===== config.mk =====
export PLATFORM = sky130hd
export DESIGN_NAME = chunked_seq_adder_flat
export DESIGN_NICKNAME = d
export VERILOG_FILES = /design/src/rtl/chunked_seq_adder_pkg.sv /design/src/rtl/chunked_seq_adder_if.sv /design/src/rtl/chunked_seq_adder_chunk_adder.sv /design/src/rtl/chunked_seq_adder.sv /design/src/flat_wrapper.sv
export SDC_FILE = /design/constraint.sdc
export NUM_CORES = 1
export LEC_CHECK = 0
export ABC_AREA = 1
export CAP_MARGIN = 10
export CORE_MARGIN = 2
export CORE_UTILIZATION = 53
export CTS_BUF_LIST = sky130_fd_sc_hd__clkbuf_16
export DETAILED_ROUTE_END_ITERATION = 6
export PLACE_DENSITY = 0.81
export SLEW_MARGIN = 15
export SYNTH_ARGS = -nofsm -noshare
export SYNTH_HDL_FRONTEND = slang
export SYNTH_HIERARCHICAL = 1
export SYNTH_SLANG_ARGS = --single-unit

===== constraint.sdc =====
create_clock -name clk -period 6.3 [get_ports clk]
set_input_delay 0.945 -clock clk [delete_from_list [all_inputs] [get_ports clk]]
set_output_delay 0.945 -clock clk [all_outputs]
set_load 0.1 [all_outputs]

===== src/rtl/chunked_seq_adder_pkg.sv =====
// Shared types and default sizing for the chunked sequential adder.
package chunked_seq_adder_pkg;

    // Controller states: wait for a request, add one slice per clock, flag completion.
    typedef enum logic [1:0] {
        IDLE = 2'd0,
        RUN  = 2'd1,
        DONE = 2'd2
    } state_t;

    // Default sizing used by the datapath ALU.
    localparam int DEF_WIDTH = 32;
    localparam int DEF_CHUNK = 8;

endpackage : chunked_seq_adder_pkg


===== src/rtl/chunked_seq_adder_if.sv =====
// Request/result bundle between a requester and the chunked sequential adder.
interface chunked_seq_adder_if #(
    parameter int WIDTH = 32
) ();

    logic             start;
    logic             sub;
    logic [WIDTH-1:0] a;
    logic [WIDTH-1:0] b;
    logic             c_in;
    logic             busy;
    logic             done;
    logic [WIDTH-1:0] sum;
    logic             c_out;
    logic             ovf;
    logic             zero;

    // Requester side: issues operations and watches status/results.
    modport master (
        output start, sub, a, b, c_in,
        input  busy, done, sum, c_out, ovf, zero
    );

    // Adder side: accepts operations and presents results.
    modport slave (
        input  start, sub, a, b, c_in,
        output busy, done, sum, c_out, ovf, zero
    );

endinterface : chunked_seq_adder_if


===== src/rtl/chunked_seq_adder_chunk_adder.sv =====
// CHUNK-bit combinational ripple adder; also exposes the carry into its top
// bit so the caller can form signed overflow on the last slice.
module chunked_seq_adder_chunk_adder #(
    parameter int CHUNK = 8
) (
    input  logic [CHUNK-1:0] a_i,
    input  logic [CHUNK-1:0] b_i,
    input  logic             cin_i,
    output logic [CHUNK-1:0] sum_o,
    output logic             cout_o,
    output logic             c_msb_in_o
);

    logic [CHUNK:0] carry;

    assign carry[0] = cin_i;

    // One full adder per bit, rippling the carry upward.
    for (genvar gi = 0; gi < CHUNK; gi++) begin : g_bit
        assign sum_o[gi]    = a_i[gi] ^ b_i[gi] ^ carry[gi];
        assign carry[gi+1]  = (a_i[gi] & b_i[gi]) | (carry[gi] & (a_i[gi] ^ b_i[gi]));
    end

    assign cout_o     = carry[CHUNK];
    assign c_msb_in_o = carry[CHUNK-1];

endmodule : chunked_seq_adder_chunk_adder


===== src/rtl/chunked_seq_adder.sv =====
// Multi-cycle two's-complement adder/subtractor: a WIDTH-bit operation is
// processed CHUNK bits per clock with the inter-slice carry held in a register.
module chunked_seq_adder
    import chunked_seq_adder_pkg::*;
#(
    parameter int WIDTH = DEF_WIDTH,
    parameter int CHUNK = DEF_CHUNK
) (
    input  logic             clk,
    input  logic             rst,
    chunked_seq_adder_if.slave bus
);

    localparam int NCHUNK = WIDTH / CHUNK;
    localparam int IDX_W  = (NCHUNK > 1) ? $clog2(NCHUNK) : 1;
    localparam logic [IDX_W-1:0] LAST_IDX = IDX_W'(NCHUNK - 1);

    // Refuse to elaborate with a slice size that does not tile the word.
    if (CHUNK < 1 || CHUNK > WIDTH || (WIDTH % CHUNK) != 0) begin : g_bad_params
        $error("chunked_seq_adder: WIDTH must be a positive multiple of CHUNK");
    end

    state_t             state_q, state_d;
    logic [IDX_W-1:0]   idx_q, idx_d;
    logic [WIDTH-1:0]   a_q, a_d;
    logic [WIDTH-1:0]   b_q, b_d;
    logic               carry_q, carry_d;
    logic [WIDTH-1:0]   sum_q, sum_d;
    logic               c_out_q, c_out_d;
    logic               ovf_q, ovf_d;
    logic               zero_q, zero_d;

    logic [CHUNK-1:0]   a_slice;
    logic [CHUNK-1:0]   b_slice;
    logic [CHUNK-1:0]   s_slice;
    logic               co_slice;
    logic               cmsb_slice;

    // Select the operand slice addressed by the current index.
    assign a_slice = a_q[idx_q*CHUNK +: CHUNK];
    assign b_slice = b_q[idx_q*CHUNK +: CHUNK];

    chunked_seq_adder_chunk_adder #(
        .CHUNK (CHUNK)
    ) u_chunk_adder (
        .a_i        (a_slice),
        .b_i        (b_slice),
        .cin_i      (carry_q),
        .sum_o      (s_slice),
        .cout_o     (co_slice),
        .c_msb_in_o (cmsb_slice)
    );

    // Next-state logic: latch operands on accept, fold in one slice per RUN cycle.
    always_comb begin
        state_d = state_q;
        idx_d   = idx_q;
        a_d     = a_q;
        b_d     = b_q;
        carry_d = carry_q;
        sum_d   = sum_q;
        c_out_d = c_out_q;
        ovf_d   = ovf_q;
        zero_d  = zero_q;

        case (state_q)
            IDLE: begin
                if (bus.start) begin
                    // Subtraction is a + ~b + 1, so invert B once here.
                    a_d     = bus.a;
                    b_d     = bus.b ^ {WIDTH{bus.sub}};
                    carry_d = bus.sub | bus.c_in;
                    idx_d   = '0;
                    state_d = RUN;
                end
            end
            RUN: begin
                sum_d[idx_q*CHUNK +: CHUNK] = s_slice;
                carry_d = co_slice;
                idx_d   = idx_q + 1'b1;
                if (idx_q == LAST_IDX) begin
                    c_out_d = co_slice;
                    ovf_d   = cmsb_slice ^ co_slice;
                    zero_d  = (sum_d == '0);
                    idx_d   = '0;
                    state_d = DONE;
                end
            end
            DONE: begin
                // Requests arriving here are dropped; the requester retries in IDLE.
                state_d = IDLE;
            end
            default: begin
                state_d = IDLE;
            end
        endcase
    end

    // State and datapath registers; reset discards any in-flight operation.
    always_ff @(posedge clk or posedge rst) begin
        if (rst) begin
            state_q <= IDLE;
            idx_q   <= '0;
            a_q     <= '0;
            b_q     <= '0;
            carry_q <= 1'b0;
            sum_q   <= '0;
            c_out_q <= 1'b0;
            ovf_q   <= 1'b0;
            zero_q  <= 1'b0;
        end else begin
            state_q <= state_d;
            idx_q   <= idx_d;
            a_q     <= a_d;
            b_q     <= b_d;
            carry_q <= carry_d;
            sum_q   <= sum_d;
            c_out_q <= c_out_d;
            ovf_q   <= ovf_d;
            zero_q  <= zero_d;
        end
    end

    assign bus.busy  = (state_q == RUN);
    assign bus.done  = (state_q == DONE);
    assign bus.sum   = sum_q;
    assign bus.c_out = c_out_q;
    assign bus.ovf   = ovf_q;
    assign bus.zero  = zero_q;

endmodule : chunked_seq_adder

===== src/flat_wrapper.sv =====
// flat-port wrapper written by rule: the top's interface ports become plain ports
module chunked_seq_adder_flat import chunked_seq_adder_pkg::*;
#(
    parameter int WIDTH = DEF_WIDTH,
    parameter int CHUNK = DEF_CHUNK
)
  (clk, rst, bus_start, bus_sub, bus_a, bus_b, bus_c_in, bus_busy, bus_done, bus_sum, bus_c_out, bus_ovf, bus_zero);
  chunked_seq_adder_if #(.WIDTH(WIDTH)) bus_i ();
  input  logic clk;
  input  logic rst;
  input wire logic [$bits(bus_i.start)-1:0] bus_start;
  input wire logic [$bits(bus_i.sub)-1:0] bus_sub;
  input wire logic [$bits(bus_i.a)-1:0] bus_a;
  input wire logic [$bits(bus_i.b)-1:0] bus_b;
  input wire logic [$bits(bus_i.c_in)-1:0] bus_c_in;
  output wire logic [$bits(bus_i.busy)-1:0] bus_busy;
  output wire logic [$bits(bus_i.done)-1:0] bus_done;
  output wire logic [$bits(bus_i.sum)-1:0] bus_sum;
  output wire logic [$bits(bus_i.c_out)-1:0] bus_c_out;
  output wire logic [$bits(bus_i.ovf)-1:0] bus_ovf;
  output wire logic [$bits(bus_i.zero)-1:0] bus_zero;
  assign bus_i.start = bus_start;
  assign bus_i.sub = bus_sub;
  assign bus_i.a = bus_a;
  assign bus_i.b = bus_b;
  assign bus_i.c_in = bus_c_in;
  assign bus_busy = bus_i.busy;
  assign bus_done = bus_i.done;
  assign bus_sum = bus_i.sum;
  assign bus_c_out = bus_i.c_out;
  assign bus_ovf = bus_i.ovf;
  assign bus_zero = bus_i.zero;
  chunked_seq_adder #(.WIDTH(WIDTH), .CHUNK(CHUNK)) u_core (.clk(clk), .rst(rst), .bus(bus_i));
endmodule

==> results of run 1 <==
[worst paths after layout]
check,from,end,slack [ns],cells after the start
worst max-delay path,u_core/idx_q[0],u_core/bus.zero,0.69,25
worst min-delay path,u_core/a_q[14],u_core/a_q[14],0.48,2
worst max register to register,u_core/idx_q[0],u_core/bus.zero,0.69,25
worst min register to register,u_core/a_q[14],u_core/a_q[14],0.48,2
max in group asynchronous,rst,u_core/b_q[31],4.09,3
min in group asynchronous,rst,u_core/bus.sum[12],0.98,2
[sequential cells by signal, summed over array words and instances, names as in the netlist]
register,flops
u_core/carry_q,1
u_core/bus.sum,32
u_core/a_q,32
u_core/state_q,2
u_core/b_q,32
u_core/bus.c_out,1
u_core/idx_q,2
u_core/bus.zero,1
u_core/bus.ovf,1
[critical path: stages, from the launching register on]
cell and delay (ns):
dfrtp_1 0.76, inv_1 0.42, buf_4 0.32, o21ai_0 0.16
o22ai_1 0.11, fa_1 0.39, inv_1 0.07, fa_1 0.16
inv_1 0.05, fa_1 0.40, fa_1 0.40, fa_1 0.40
fa_1 0.38, inv_1 0.08, fa_1 0.16, inv_1 0.07
fa_1 0.49, nand3_1 0.13, nor2_1 0.05, nor2_1 0.11
nand2_1 0.07, nor2_1 0.09, nand2_1 0.06, nor2_1 0.09
nand2_1 0.07, nand2_1 0.05
[layer usage]
metal,up-vias,GRT usage (%)
li1,2442,-
met1,2378,31.74
met2,229,45.19
met3,35,3.433
met4,0,10.24
met5,-,0
[cell type report]
| cell class | count | share of cell area, % |
|---|---|---|
| flip-flops and latches | 104 | 37.59 |
| multi-input cells | 525 | 36.77 |
| well taps | 136 | 2.458 |
| clock buffers | 9 | 3.253 |
| inverters | 64 | 3.506 |
| repair buffers | 112 | 15.87 |
| clock inverters | 6 | 0.5602 |
[cell usage after synthesis]
| cell type | n |
|---|---|
| a21oi_1 | 1 |
| a31oi_1 | 1 |
| buf_1 | 4 |
| buf_2 | 14 |
| buf_4 | 1 |
| clkbuf_1 | 17 |
| clkbuf_2 | 1 |
| dfrtp_1 | 104 |
| fa_1 | 8 |
| ha_1 | 6 |
| inv_1 | 57 |
| inv_2 | 7 |
| nand2_1 | 228 |
| nand3_1 | 21 |
| nand3_2 | 1 |
| nand3_4 | 1 |
| nor2_1 | 104 |
| nor2_2 | 4 |
| nor3_1 | 2 |
| nor4_1 | 1 |
| o21ai_0 | 97 |
| o21ai_1 | 1 |
| o22ai_1 | 16 |
| xnor2_1 | 33 |
[cells by family after synthesis]
group | after synthesis | share of synthesized area, %
AND/OR/NAND/NOR | 362 | 25.59
AO/OA/AOI/OAI | 116 | 10.84
buffers and inverters | 101 | 7.236
XOR/XNOR | 33 | 5.207
flip-flops | 104 | 46.89
adder cells (fa/ha/maj) | 14 | 4.238
[through the flow]
stage	setup WS, ns	instances	hold WS, ns	util [%]	cell area, um^2
floorplan	1.540	730	0.4366	-	5550
global placement	1.024	941	0.4505	65.10	6660
detailed placement	0.7847	941	0.4561	65.10	6660
CTS	0.7809	956	0.4717	67.68	6924
global route	0.3464	956	0.4939	67.68	6924
finish	0.6946	956	0.4761	67.68	6924
==> impl_metrics.yaml, run 1 <==
route:
  finalWirelength_um: 13880
  viasPerCell: 5.318
  wl_met1_um: 5553
  wl_met2_um: 7118
  drc_errors: 0
  highest_layer: "met4"
  drt_iter0_drc: 414
  vias: 5084
  wl_per_cell_um: 14.52
  wl_met3_um: 831
  ant_nets: 0
  drtPass1Iterations: 7
cells_and_area:
  layout-drive-gt1-share_pct: 4.390
  nets: 899
  fillCellCount: 847
  mostFrequentLayoutCells: "nand2_1 (228), clkdlybuf4s50_1 (104), nor2_1 (104), dfrtp_1 (104), o21ai_0 (97)"
  area_delta_synth_final_pct: 24.75
  n_antenna_cell: 0
  seq_area_mm2: 0.002603
  multi_input_area_mm2: 0.002546
  final_common_cell: "nand2_1"
floorplanning:
  io_pins: 106
  die_area_mm2: 0.01131
  initial_core_util_pct: 54.25
  core_region_area_mm2: 0.01023
  rows: 37
  die_h_um: 106.3
  die_w_um: 106.3
timing:
  timing.final.crit_share_pct: 88.98
  setup-tns-final_ns: 0
  min_period_ns: 5.605
  skew_ns: 0.008636
  drv_slew: 0
  rsz0062_at_grt: "false"
  max_freq_mhz: 178.4
  finalHoldViolCount: 0
  slew_headroom_pct: 34.37
  setup_violations: 0
  tightest_slew_ns: 0.9814
synth:
  synth_area_mm2: 0.005550
  synth_area_leader_cell: "dfrtp_1"
  ys_seq_elements: 104
  yosysWarningCount: 6
  synth_top_area_share_pct: 46.89
  synth.area.top_cells: "dfrtp_1 (47%), nand2_1 (15%), o21ai_0 (8.7%)"
  synth_cell_types: 24
  yosysSeqAreaShare_pct: 46.89
  syn_nets: 813
  synthCells: 730
  synth.avg_cell_area_um2: 7.603
hold_path:
  hp-class: "flip-flop to flip-flop"
setup_path:
  critPathLaunchType: "flip-flop"
  critPathRequiredTime_ns: 6.58
  cp_max_fo: 24
  cp.arrival_ns: 5.89
  criticalPathCategory: "flip-flop to flip-flop"
  worstSetupEndpointType: "flip-flop"
grt:
  grt_overflow_total: 0
  grt_max_degree: 98
  grt_pass1_vias: 4868
  track_usage_pct: 25.62
  antenna_found_initial: 0
  grt_pass1_wl_um: 22960
clock_network:
  cts_tree: "done"
  root_buffer: "clkbuf_16"
  cts_resized: 0
  cts_buffers: 9
  clock_path_buffers: 2
  htreeDepth: 3
  post_cts_buffers: 0
  hold_buffers: 0
  clk_latency_ns: 0.34
  cts.clk_slew.worst_paths_ns: 0.07
  clock-sinks: 104
placed_design:
  io_buffers: 105
  post-dp-hpwl_um: 9996
  gp_congestion: 0.8808
job:
  maxCapViolations: 0
status:
  status: "finished, final reports clean"
Power of run 1 is not shown: default switching activity piles up to over one toggle a cycle in this logic, so the estimate is an artifact.
==> inputs of run 2 (changes only) <==
Settings changed: CORE_MARGIN 2 to default.
==> run 2 against run 1 <==
  * Clock skew is 0.0032 ns lower
  * Maximum frequency is 4.5% higher
  * Sequential cell count stayed put
  * First-iteration DRC count is 29% lower
  * Clock-buffer cell count stayed put
  * Die area is 3.7% lower
  * Utilization is 2.2 points higher
  * Final cell count is 0.31% lower
  * Cell area is 0.52% higher
==> impl_metrics.yaml, run 2 (synthesis gave the netlist of run 1 again) <==
status:
  status: "finished, final reports clean"
grt:
  met3_usage_pct: 5.639
  met1_usage_pct: 32.63
  track_usage_pct: 26.12
  grt_max_degree: 98
  grt_overflow_total: 0
  grt_pass1_vias: 4731
  busiest_layer: "met2"
  antenna_found_initial: 0
  grt_use_met2_pct: 44.28
  grt_pass1_wl_um: 22340
placed_design:
  post-dp-hpwl_um: 10060
  io_buffers: 105
  gp_congestion: 0.8998
  dp.cells: 937
setup_path:
  worstSetupEndpointType: "flip-flop"
  slowest_delay_ns: 0.60
  crit_path_start: "u_core/idx_q[0]"
  rr_startpoint: "u_core/idx_q[0]"
  cp_max_fo: 20
  ff2ff_setup_slack_ns: 0.94
  r2r-end: "u_core/bus.zero"
  slowest_stage: "dfrtp_1"
  crit_path_end: "u_core/bus.zero"
  criticalPathCategory: "flip-flop to flip-flop"
  cp.arrival_ns: 5.65
  critPathLaunchType: "flip-flop"
  reg2regPathDepth: 25
  critPathRequiredTime_ns: 6.59
  crit_path_frequent_cell: "fa_1"
cells_and_area:
  area_delta_synth_final_pct: 25.41
  nets: 898
  fillCellCount: 817
  n_antenna_cell: 0
  final_common_cell: "nand2_1"
  fin_util_pct: 69.92
  layout-drive-gt1-share_pct: 4.390
  mostFrequentLayoutCells: "nand2_1 (228), clkdlybuf4s50_1 (104), nor2_1 (104), dfrtp_1 (104), o21ai_0 (97)"
  fin_cells: 953
timing:
  skew_ns: 0.005411
  min_period_ns: 5.363
  setup-tns-final_ns: 0
  hold_ws_ns: 0.4757
  rsz0062_at_grt: "false"
  tightest_slew_ns: 0.9857
  drv_slew: 0
  max_freq_mhz: 186.5
  finalHoldViolCount: 0
  slew_headroom_pct: 34.08
  setup_violations: 0
  timing.final.crit_share_pct: 85.13
route:
  ant_nets: 0
  drtPass1Iterations: 5
  finalWirelength_um: 13730
  viasPerCell: 5.180
  drc_errors: 0
  vias: 4937
  drt_iter0_drc: 292
  wl_per_cell_um: 14.40
hold_path:
  hp-class: "flip-flop to flip-flop"
floorplanning:
  die_w_um: 104.3
  core_region_area_mm2: 0.009955
  rows: 36
  io_pins: 106
  die_area_mm2: 0.01089
  die_h_um: 104.3
  initial_core_util_pct: 55.76
clock_network:
  clock_path_buffers: 2
  htreeDepth: 3
  clk_latency_ns: 0.34
  clock-sinks: 104
  cts.clk_slew.worst_paths_ns: 0.07
  post_cts_buffers: 0
  cts_resized: 0
  cts_buffers: 9
  root_buffer: "clkbuf_16"
  hold_buffers: 0
  cts_tree: "done"
job:
  maxCapViolations: 0
==> run 2: layer usage <==
layer	share of wire (%)	vias to the layer above	wire length [um]
met1	42	2305	5709
met3	5.9	26	815
li1	-	2440	-
met2	50	166	6902
met4	2.2	0	299
met5	0	-	0
==> run 2: critical path: cells and delay by family, from the launching register on <==
kind,cells,cell delay [ns]
and+or+nand+nor,9,0.75
adders and majority gates,8,2.78
AOI/OAI and AO/OA,2,0.29
buffers and inverters,6,0.89
DFF,1,0.60
==> run 2: stage by stage <==
| step | worst slack, ns | area [um^2] |
|---|---|---|
| 2_1_floorplan | 1.540 | 5550 |
| 4_1_cts | 1.008 | 6960 |
| 6_report | 0.9371 | 6960 |
| 3_5_place_dp | 1.000 | 6649 |
| 5_1_grt | 0.5618 | 6960 |
| 3_3_place_gp | 1.245 | 6649 |
==> run 2: cell type report <==
cell class	instances	area, um^2	share of cell area [%]
Sequential cell	104	2603	37.39
Multi-Input combinational cell	525	2546	36.58
Timing Repair Buffer	111	1091	15.68
Inverter	64	242.7	3.487
Clock buffer	9	225.2	3.236
Tap cell	133	166.4	2.391
Clock inverter	7	86.33	1.240
==> run 2: worst min-delay path by stage <==
stage / startpoint / endpoint / slack [ns] / cells past startpoint
finish: u_core/a_q[23] / u_core/a_q[23] / 0.48 / 2
global route: u_core/a_q[14] / u_core/a_q[14] / 0.50 / 2
CTS: u_core/a_q[14] / u_core/a_q[14] / 0.48 / 2
detailed placement: u_core/a_q[4] / u_core/a_q[4] / 0.46 / 2
global placement: u_core/a_q[14] / u_core/a_q[14] / 0.45 / 2
floorplan: u_core/a_q[16] / u_core/a_q[16] / 0.44 / 2
Power of run 2 is left out for the same reason.
